--- src/rtl/rf_wb_arbiter.sv ---
// Round-robin arbiter sharing the register file write port between ALU (A) and load (B) writeback.
// Writes to register 0 complete their handshake but are never issued. They are counted in drop_cnt.
module rf_wb_arbiter #(
    parameter int unsigned AW = 5,
    parameter int unsigned DW = 32,
    parameter int unsigned CW = 8
) (
    input  logic          clk,
    input  logic          rst,
    input  logic          freeze,
    input  logic          a_valid,
    input  logic [AW-1:0] a_reg,
    input  logic [DW-1:0] a_data,
    output logic          a_ready,
    input  logic          b_valid,
    input  logic [AW-1:0] b_reg,
    input  logic [DW-1:0] b_data,
    output logic          b_ready,
    output logic [AW-1:0] rf_writereg,
    output logic [DW-1:0] rf_writedata,
    output logic          rf_regwrite,
    output logic          last_grant,
    output logic [CW-1:0] drop_cnt
);

    localparam logic [CW-1:0] DROP_MAX = '1;

    logic          ptr_q;
    logic          grant_a_c;
    logic          grant_b_c;
    logic          grant_c;
    logic [AW-1:0] sel_reg_c;
    logic [DW-1:0] sel_data_c;

    // Ready depends only on the other requester and the pointer, never on its own valid.
    // Reset masks both readies so that no handshake completes in a reset cycle.
    always_comb begin
        a_ready = 1'b0;
        b_ready = 1'b0;
        if (!rst && !freeze) begin
            a_ready = !b_valid || !ptr_q;
            b_ready = !a_valid || ptr_q;
        end
    end

    always_comb begin
        grant_a_c  = a_valid && a_ready;
        grant_b_c  = b_valid && b_ready;
        grant_c    = grant_a_c || grant_b_c;
        sel_reg_c  = a_reg;
        sel_data_c = a_data;
        if (grant_b_c) begin
            sel_reg_c  = b_reg;
            sel_data_c = b_data;
        end
    end

    always_ff @(posedge clk) begin
        if (rst) begin
            ptr_q        <= 1'b0;
            last_grant   <= 1'b1;
            rf_writereg  <= '0;
            rf_writedata <= '0;
            rf_regwrite  <= 1'b0;
            drop_cnt     <= '0;
        end else begin
            rf_regwrite <= 1'b0;
            if (grant_c) begin
                rf_writereg  <= sel_reg_c;
                rf_writedata <= sel_data_c;
                rf_regwrite  <= (sel_reg_c != '0);
                ptr_q        <= grant_a_c;
                last_grant   <= grant_b_c;
                if (sel_reg_c == '0 && drop_cnt != DROP_MAX) begin
                    drop_cnt <= drop_cnt + CW'(1);
                end
            end
        end
    end

endmodule

--- config.mk ---
export PLATFORM = sky130hd
export DESIGN_NAME = rf_wb_arbiter
export DESIGN_NICKNAME = d
export VERILOG_FILES = /design/src/rtl/rf_wb_arbiter.sv
export SDC_FILE = /design/constraint.sdc
export NUM_CORES = 1
export LEC_CHECK = 0
export BUFFER_PORTS_ARGS = -buffer_cell sky130_fd_sc_hd__buf_2
export CAP_MARGIN = 20
export CORE_MARGIN = 10
export CORE_UTILIZATION = 35
export CTS_CLUSTER_DIAMETER = 30
export DETAILED_ROUTE_END_ITERATION = 7
export PLACE_DENSITY_LB_ADDON = 0.12
export SETUP_SLACK_MARGIN = 0.2
export SLEW_MARGIN = 20
export SYNTH_ARGS = -nofsm -noshare
export SYNTH_HDL_FRONTEND = slang
export SYNTH_SLANG_ARGS = --single-unit
export TNS_END_PERCENT = 50
--- constraint.sdc ---
create_clock -name clk -period 2 [get_ports clk]
set_input_delay 0.1 -clock clk [delete_from_list [all_inputs] [get_ports clk]]
set_output_delay 0.1 -clock clk [all_outputs]
set_load 0.005 [all_outputs]
==> out/results.tsv <==
stage	metric	value	unit
status	status	complete, no violations	
floorplan	Initial Utilization	0.3628	
critical_path	RR Startpoint	ptr_q	
floorplan	core footprint	5991	um^2
timing	Clock Skews	0.005458	ns
placed_design	gpl congestion	0.7608	
pwr	Pwr Density	652.3	nW/um^2
floorplan	I/O pins	128	
synth	largest area contributor in the netlist	dfxtp_1	
pwr	Leak Pwr	0.001540	uW
final_layout	FF/Latch Area	960.9	um^2
synth	mean post-synth cell area	9.408	um^2
placed_design	dpl hpwl	5065	um
cts	Longest Clk Path Bufs	2	
cts	CTS H-tree depth	2	
grt	Overall Global Routing Usage	0.1285	
grt	grt total ovfl	0	
final_layout	Inserted Diodes	0	
timing	Rel. slew slack	0.5846	
detailed_routing	Detailed Route Iter0 Violations	50	
detailed_routing	total wire length	6589	um
final_layout	Fillers	614	
detailed_routing	DR vias	2086	
grt	largest net degree at the start of global routing	49	
critical_path	Max FO, Critical Path	38	
final_layout	area occupied by multi-input gates	1145	um^2
synth	top-count cell post-synth	dfxtp_1	
timing	Final Setup Violations	0	
placed_design	Place WS	0.1738	ns
grt	initial antenna violation count	0	
floorplan	die area	9761	um^2
cts	CTS buffer count	5	
timing	WHS	0.07252	ns
timing	RSZ-0062 raised after global routing	yes	
synth	ys async rst share	0	
floorplan	overall die width	98.80	um
synth	Yosys cell types	31	
critical_path	critical path type	reg -> reg	
detailed_routing	Pre-antenna DRT Iters	4	
min_path	worst hold endpoint	rf_writedata[5]	
synth	cell count after synthesis	231	
timing	min Tclk post-route	1.694	ns
cts	CTS tree	done	
timing	fmax	590.4	MHz
critical_path	reg-to-reg endpoint	rf_writedata[22]	
pwr	peak supply drop	0.3048	mV
placed_design	buffers added on ports	127	
synth	Synthesis Warnings	0	
final_layout	post-layout util	0.4956	
job	max_cap viols	0	
critical_path	Critical Path Start Type	register	
timing	final setup TNS	0	ns
synth	Synth top cells by count	48 x dfxtp_1, 39 x nor2_1, 37 x a211oi_1	
timing	Max Slew Vio Count	0	
detailed_routing	post-DR vias/cell	4.885	
min_path	worst min-delay path class	in -> reg	
critical_path	critical path arrival	1.89	ns
min_path	Hold Path Depth	3	
final_layout	Area Growth Syn to Fin	36.61	%
critical_path	cell count of the worst reg-to-reg path	5	
critical_path	crit end category	register	
synth	Post-synth EDFFs	0	
floorplan	cell row count	28	
synth	sequential area share after synthesis	0.4421	
cts	Root Buffer	clkbuf_8	
synth	main flop type after synthesis	dfxtp_1	
floorplan	chip height	98.80	um
pwr	Pwr Total	1937	uW
synth	Seq cells post-synth	48	
synth	Syn Std Cell Area	2173	um^2
timing	slew of the pin with the lowest slew margin	0.6230	ns
critical_path	Worst EP required	2.20	ns
timing	Final Hold Viols	0	
timing	Worst Setup Slack, final	0.3063	ns
grt	vias in the first global route	2194	
detailed_routing	WL/cell	15.43	um
synth	Area contributors post-synth	dfxtp_1 44%, mux2i_1 17%, a211oi_1 13%, nor2_1 6.7%, clkbuf_1 1.9%	
detailed_routing	DRC violations left	0	
grt	first-pass GRT wire length	10630	um
synth	Yosys top cell area share	0.4421	
detailed_routing	Routed Antenna Nets	0	
cts	Num Clock Sinks	48	
final_layout	layout cells sized above 1	0.4233	
cts	clock latency on the worst-skew pair	0.29	ns
critical_path	flop-to-flop setup slack	0.31	ns
min_path	Worst Hold Launch	b_data[5]	
cts	Clock transition at path regs	0.09	ns
synth	Syn Nets	311	
timing	crit share post-route	0.8469	
final_layout	nets@finish	431	
## worst max-delay path by stage
stage | startpoint | to | slack (ns) | depth (start not counted)
after floorplan | drop_cnt[0] | drop_cnt[4] | 0.39 | 6
after global placement | b_reg[2] | drop_cnt[3] | 0.21 | 6
after detailed placement | b_reg[2] | drop_cnt[4] | 0.17 | 6
after CTS | ptr_q | drop_cnt[1] | 0.27 | 5
after global routing | ptr_q | rf_writedata[20] | 0.17 | 5
final | ptr_q | rf_writedata[22] | 0.31 | 5
## worst max-delay path, stage by stage (launching register included)
cell and delay [ns]:
dfxtp_1 0.34, nand2b_1 0.17, nand3_2 0.12, buf_4 0.53, mux2i_1 0.17, a211oi_1 0.26
## power by group
| part | total [uW] | switching, uW | leakage, uW | internal [uW] |
|---|---|---|---|---|
| Combinational | 320 | 158 | 0.00110 | 161 |
| Sequential | 1030 | 24.0 | 0.000394 | 1010 |
| Clock | 585 | 309 | 0.0000510 | 276 |
## final cells by class
| type | instances | area share |
|---|---|---|
| Sequential cell | 48 | 0.3236 |
| Clock inverter | 2 | 0.003371 |
| Timing Repair Buffer | 132 | 0.2267 |
| Inverter | 1 | 0.001264 |
| Tap cell | 75 | 0.03161 |
| Clock buffer | 6 | 0.02781 |
| Multi-Input combinational cell | 163 | 0.3856 |
## sequential cells by signal (all words and copies together) (netlist names)
register / count
drop_cnt: 8
last_grant: 1
ptr_q: 1
rf_regwrite: 1
rf_writedata: 32
rf_writereg: 5
## timing repair
item / CTS / global route
buffers inserted: 0 / 0
gates resized for setup: 0 / 2
setup endpoints to repair: 0 / 8
hold buffers: 0 / 0
## metal layers
metal  part of all wire  vias to the layer above  wire length [um]  GRT usage
met5                  0                        -                 0          0
met4             0.0077                        0                51    0.02977
met3              0.084                        4               555    0.05726
met2               0.48                       71              3166     0.2144
met1               0.43                      913              2816     0.1470
li1                   -                     1098                 -          -
## cells by family (layout without fill, tap and decap cells)
| kind of cell | count (synthesis) | after routing | share of synthesized area |
|---|---|---|---|
| AOI/OAI and AO/OA | 56 | 56 | 0.1819 |
| adders and majority gates | 1 | 1 | 0.005756 |
| buffers and inverters | 20 | 141 | 0.03684 |
| DFF | 48 | 48 | 0.4421 |
| muxes | 38 | 38 | 0.1773 |
| and+or+nand+nor | 68 | 68 | 0.1560 |
## cell usage in the layout (no fill, tap or decap), types with 2 or more instances in the layout
master	Yosys	final
a211oi_1	37	37
a21oi_1	8	8
and2_1	3	3
buf_2	4	127
buf_4	0	5
clkbuf_8	0	6
clkinv_2	0	2
dfxtp_1	48	48
mux2i_1	36	36
nand2_1	3	2
nand3_1	3	3
nand4_1	4	4
nor2_1	39	39
nor2_2	2	2
o21ai_0	3	3
o31ai_1	4	4
or3_1	3	3
or4_1	4	4
or4_4	2	2
## metrics by stage
stage | cells | cell area, um^2
2_1_floorplan | 231 | 2173
3_3_place_gp | 419 | 2865
3_5_place_dp | 419 | 2865
4_1_cts | 427 | 2958
5_1_grt | 427 | 2969
6_report | 427 | 2969
Note: power is estimated with default switching activity, not from simulation.
